File: config.mk
export PLATFORM = sky130hd
export DESIGN_NAME = counter_ctrl
export DESIGN_NICKNAME = d
export VERILOG_FILES = /design/src/rtl/counter_ctrl.sv
export SDC_FILE = /design/constraint.sdc
export NUM_CORES = 1
export LEC_CHECK = 0
export ABC_AREA = 1
export CORE_MARGIN = 2
export CORE_UTILIZATION = 46
export DETAILED_ROUTE_END_ITERATION = 8
export HOLD_SLACK_MARGIN = 0.15
export PLACE_DENSITY = 0.79
export SLEW_MARGIN = 10
export SYNTH_ARGS = -nofsm -noshare
export SYNTH_HDL_FRONTEND = slang
export SYNTH_SLANG_ARGS = --single-unit
File: constraint.sdc
create_clock -name clk -period 1.7 [get_ports clk]
set_input_delay 0.34 -clock clk [delete_from_list [all_inputs] [get_ports clk]]
set_output_delay 0.34 -clock clk [all_outputs]
set_load 0.02 [all_outputs]
File: src/rtl/counter_ctrl.sv
// Start/stop/pause sequencing controller driving a WIDTH-bit up-counter with done pulse and sticky irq.
// Optional prescaler on the RUN tick is enabled by defining COUNTER_CTRL_PRESCALE_EN.
module counter_ctrl #(
  parameter int WIDTH   = 4,
  parameter int PRESC_W = 4
) (
  input  logic             clk,
  input  logic             reset,
  input  logic             start,
  input  logic             stop,
  input  logic             pause,
  input  logic             auto_reload,
  input  logic [WIDTH-1:0] load_val,
  input  logic [WIDTH-1:0] term_val,
  input  logic             irq_ack,
`ifdef COUNTER_CTRL_PRESCALE_EN
  input  logic [PRESC_W-1:0] prescale,
`endif
  output logic [WIDTH-1:0] count,
  output logic [1:0]       state,
  output logic             busy,
  output logic             done,
  output logic             irq
);

  typedef enum logic [1:0] {IDLE = 2'd0, RUN = 2'd1, PAUSE = 2'd2, DONE = 2'd3} st_t;

  st_t  st;
  logic tick;

  assign state = st;

`ifdef COUNTER_CTRL_PRESCALE_EN
  logic [PRESC_W-1:0] psc;

  assign tick = (psc == prescale);

  // Restarts from zero on every (re)entry to counting; holds its value while paused.
  always_ff @(posedge clk or negedge reset) begin
    if (!reset) begin
      psc <= '0;
    end else if (st == RUN) begin
      if (stop)        psc <= '0;
      else if (!pause) psc <= tick ? '0 : psc + PRESC_W'(1);
    end else if (st == PAUSE) begin
      if (start || stop) psc <= '0;
    end else begin
      psc <= '0;
    end
  end
`else
  logic [31:0] unused_presc;
  assign unused_presc = PRESC_W;
  assign tick = 1'b1;
`endif

  always_ff @(posedge clk or negedge reset) begin
    if (!reset) begin
      st    <= IDLE;
      count <= '0;
      busy  <= 1'b0;
      done  <= 1'b0;
      irq   <= 1'b0;
    end else begin
      done <= 1'b0;
      // A terminal event below overrides this clear.
      if (irq_ack) irq <= 1'b0;
      case (st)
        IDLE: begin
          if (start) begin
            count <= load_val;
            st    <= RUN;
            busy  <= 1'b1;
          end
        end
        RUN: begin
          if (stop) begin
            st   <= IDLE;
            busy <= 1'b0;
          end else if (pause) begin
            st <= PAUSE;
          end else if (tick) begin
            if (count == term_val) begin
              done <= 1'b1;
              irq  <= 1'b1;
              if (auto_reload) begin
                count <= load_val;
              end else begin
                st   <= DONE;
                busy <= 1'b0;
              end
            end else begin
              count <= count + WIDTH'(1);
            end
          end
        end
        PAUSE: begin
          if (stop) begin
            st   <= IDLE;
            busy <= 1'b0;
          end else if (start) begin
            st <= RUN;
          end
        end
        DONE: begin
          if (stop) begin
            st <= IDLE;
          end else if (start) begin
            count <= load_val;
            st    <= RUN;
            busy  <= 1'b1;
          end
        end
        default: begin
          st   <= IDLE;
          busy <= 1'b0;
        end
      endcase
    end
  end

endmodule

## After elaboration in Yosys (flattened, before gate mapping)

Index checks and enable logic that the tools add are counted.
W data, S select, Z words.

| storage, ports and cells | value |
|---|---|
| memory bits (read-only) | 0 |
| latch bits | 0 |
| memories | 0 |
| flip-flop bits (word level) | 9 |
| output and inout bits | 9 |
| word-level logic and storage cells | 57 |
| bits of input ports | 15 |
| RAM bits | 0 |

| cells by class | value |
|---|---|
| equality and inequality tests | 14 |
| divide/modulo/power cells | 0 |
| multipliers | 0 |
| magnitude comparators | 0 |
| bitwise operators | 0 |
| muxes and demuxes | 31 |
| reduce and logical (&&, ||, !) cells | 6 |
| shifts and indexed selects | 0 |
| $add $sub $neg | 1 |

Operator list:

| cell | number |
|---|---|
| $mux W4 | 6 |
| $mux W1 | 16 |
| $mux W2 | 6 |
| $ne A3 B3 Y1 const B | 4 |
| $pmux W4 S3 | 1 |
| $reduce_and A5 Y1 | 2 |
| $ne A2 B2 Y1 const B | 4 |
| $ne A4 B4 Y1 const B | 2 |
| $pmux W2 S3 | 1 |
| $add A4 B1 Y4 const B | 1 |
| $eq A2 B2 Y1 const B | 2 |
| $eq A4 B4 Y1 | 1 |
| $pmux W1 S4 | 1 |
| $reduce_bool A3 Y1 | 1 |
| $eq A2 B1 Y1 const B | 1 |
| $logic_not A2 Y1 | 1 |
| $reduce_and A2 Y1 | 1 |
| $reduce_or A2 Y1 | 1 |

## Logic depth before layout (Yosys ltp)

| logic depth | value |
|---|---|
| word-level depth | 5 |
| mapped depth | 11 |
| depth with buffers taken out | 11 |

## Worst setup path after synthesis

Ideal clock, no wire load.

| path | value |
|---|---|
| path kind | register -> register |
| start point | register st[1] (netlist: state[1]) |
| end point | register count[3] |
| path buffers | 1 |
| cell stages (with the launch flop) | 10 |
| setup time | 0.065 ns |
| slack | 0.204 ns |
| arrival time | 1.431 ns |
| clock period less this slack | 1.496 ns |
| required time | 1.635 ns |
| cell sequence | dfrtp_1 > inv_1 > ha_1 > buf_6 > nor2_1 > nor3_4 > inv_1 > a21oi_1 > nand2_1 > nand2_1 |

| on the way | value |
|---|---|
| cells in the longest elaborated chain, start to end | 3 |
| elaborated cells between the ends (all ways) | 10 |
| those cells by class | 6 x eq/ne; 1 x mux; 3 x reduce/logical |

Ends and longest elaborated chain:

| element | line | text |
|---|---|---|
| start, declared | 28 | `st_t st;` |
| start signal, assigned | 59 | `st <= IDLE;` |
| start signal, assigned | 72 | `st <= RUN;` |
| start signal, assigned | 78 | `st <= IDLE;` |
| $eq A2 B1 Y1, or another cell as far along | 68 | `case (st)` |
| $ne A3 B3 Y1 (no line), or another cell as far along | n/a |  |
| $reduce_and A5 Y1 (no line) | n/a |  |
| end signal, assigned | 71 | `count <= load_val;` |
| end signal, assigned | 87 | `count <= load_val;` |
| end signal, assigned | 93 | `count <= count + WIDTH'(1);` |
| end, declared | 19 | `output logic [WIDTH-1:0] count,` |

Parallel ways exist; a longest one is shown, timed or not.
A chain may end at the register's enable or synchronous reset.

## Worst setup path after layout

| path | value |
|---|---|
| start point | register busy |
| end point | output busy |

RTL lines:

| element | line | text |
|---|---|---|
| start, declared | 21 | `output logic busy,` |
| start signal, assigned | 61 | `busy <= 1'b0;` |
| start signal, assigned | 73 | `busy <= 1'b1;` |
| start signal, assigned | 79 | `busy <= 1'b0;` |

No word-level cell between the ends.

==> results.cfg <==
[status]
status = completed

[setup_path]
cpPeakStageDelay_ns = 0.61
r2r_start = state[1]
critPathKind = register to output pin
path_cells = clkdlybuf4s50_1
r2r_slack_ns = 0.23
ff2ff_path_depth = 9
cp_max_fo = 3
cp_top_family = buffers and inverters
crit_cells = 1
r2r_end = state[1]
required_ns = 1.36
cp.arrival_ns = 1.23
cp-end-kind = output pin
path_buf_inv = 1
critPathLaunchType = register
crit_slowest_cell = clkdlybuf4s50_1

[logic_synthesis]
synth_common_cells = 39 x nand2_1, 19 x inv_1, 10 x nor2_1
ys_seq_elements = 9
avgSynthCellArea_um2 = 6.66
yosysSeqAreaShare_pct = 28.4
synth.most_common_cell = nand2_1
yosysTopAreaCellShare_pct = 28.4
syn-cell-area_um2 = 792
syn_nets = 140
async_reset_ff_share_pct = 100
yosys_warnings = 0
synth-edff-count = 0
synth_cell_types = 23
syn_inst = 119
ys.flop_type = dfrtp_1
ys_top_cells_by_area = dfrtp_1 28%, nand2_1 18%, ha_1 9.5%
synth_top_area_cell = dfrtp_1

[die]
initial_core_util_pct = 50.8
die_w_um = 45.5
die_h_um = 45.5
core_area_um2 = 1560
die_area_um2 = 2070
rows = 14
num_io_pins = 24

[run]
drv_cap = 0

[timing]
final-hold-violation-count = 0
grt_setup_unrepaired = false
finalCriticalPeriod_ns = 1.57
setup_viol = 0
finalCritPeriodShare_pct = 92.5
fin_skew_ns = 0.00126
maxSlewHeadroom_pct = 72.8
fin_ws_ns = 0.128
max_freq_mhz = 636
tightest_slew_ns = 0.406
drv_slew = 0

[placed_design]
dp_slack_ns = -0.0447
post_dp_cell_area_um2 = 1080
place_hpwl_um = 1390
dp.cells = 163
routabilityCongestion = 0.907
port_buffers = 23

[drt]
drtPass1Iterations = 4
num_vias = 829
remaining_drc_errors = 0
drt-initial-drc-count = 7
routed_via_density = 4.96
ant_nets = 0
drt-wirelength-per-cell_um = 10.3
routed_wl_um = 1720

[clock_tree]
cts_tree = yes
ctsRootBufferMaster = clkbuf_4
post_cts_buffers = 0
cts_made_buffers = 3
cts_buffer_depth = 2
cts_hold_buf = 0
clk_pin_slew_ns = 0.06
clk_latency_ns = 0.26
htree_num_levels = 1
clock_sink_count = 9

[cells_and_area]
n_fill_cell = 136
fin_nets = 173
multi_input_area_um2 = 473
final_area_um2 = 1110
final_layout_size_suffix_gt1_share_pct = 13.9
n_antenna_cell = 0
seqCellArea_um2 = 225
stdcell_count = 167
final_core_util_pct = 71.2
area_growth_pct = 40.1

[power]
ir_drop_mv = 1.16
p_total_mw = 1.76
leakage_nw = 0.635
powerDensity_nw_per_um2 = 1590

[hold_path]
hp-class = primary input to asynchronous set/reset pin

[grt]
first_global_vias = 702
gr-total-overflow = 0
grt_use_total_pct = 19.4
grt_pass1_wl_um = 2880
grt_max_degree = 10
antenna_found_initial = 0
[power by group]
group / total (mW) / internal [mW] / switching (mW)
combinational: 1.17 / 0.503 / 0.670
clock: 0.163 / 0.0903 / 0.0730
sequential: 0.428 / 0.304 / 0.123
[final cells by class]
cell class                 instances  area share, %
clock buffer                       4           2.37
inverter                          22           7.44
multi-input combinational         87           42.6
sequential                         9           20.3
tap                               16           1.80
timing repair buffer              29           25.5
[routing by layer]
layer / part of all wire (%) / GRT usage [%] / wire length [µm] / vias up
met4: 0.52 / 5.29 / 9 / 0
met1: 46 / 23.2 / 789 / 375
li1: - / - / - / 431
met2: 49 / 33.0 / 837 / 21
met5: 0 / 0 / 0 / -
met3: 5.1 / 6.35 / 88 / 2
[how the worst max path moves through the flow]
stage	end	start
3_5_place_dp	count[3]	term_val[1]
2_1_floorplan	count[3]	state[1]
4_1_cts	count[1]	count[1]
6_report	busy	busy
3_3_place_gp	count[3]	term_val[1]
5_1_grt	busy	busy
[cells in the final DEF (no fill, tap or decap), types with 2 or more instances in the layout]
cell             Yosys  final
clkdlybuf4s50_1      0     17
buf_4                0      6
xor2_1               2      2
inv_1               19     19
nand2_1             39     39
inv_2                2      2
clkbuf_4             0      3
nand2_4              2      2
nor2_2               2      2
ha_1                 6      6
dlymetal6s2s_1       0      4
o21ai_0              2      2
nor2_1              10     10
dlygate4sd2_1        0      2
o21ai_1              3      3
nand2_2              3      3
o22ai_1              2      2
nand3_1              9      9
dfrtp_1              9      9
[what timing repair did]
action                                  CTS  global route
endpoints found under the setup margin    2             4
endpoints found under the hold margin     0             0
resized for setup                         2             4
[logic make-up after synthesis]
kind of cell               after synthesis  synth area share (%)
and+or+nand+nor                         69                  40.6
AOI/OAI and AO/OA                       10                  7.42
adders and majority gates                6                  9.48
xor gates and xnor gates                 2                  2.21
DFF                                      9                  28.4
buffers and inverters                   23                  11.8
[state kept, by name, summed over array words and instances (netlist names)]
signal / cells
irq: 1
busy: 1
done: 1
state: 2
count: 4
[metrics by stage]
step / setup TNS (ns) / hold WS (ns)
after floorplan: 0 / 0.0444
after global placement: -0.0198 / 0.489
after detailed placement: -0.0793 / 0.496
after CTS: 0 / 0.374
after global routing: 0 / 0.392
final: 0 / 0.374
Power figures use the tool's default switching activity.
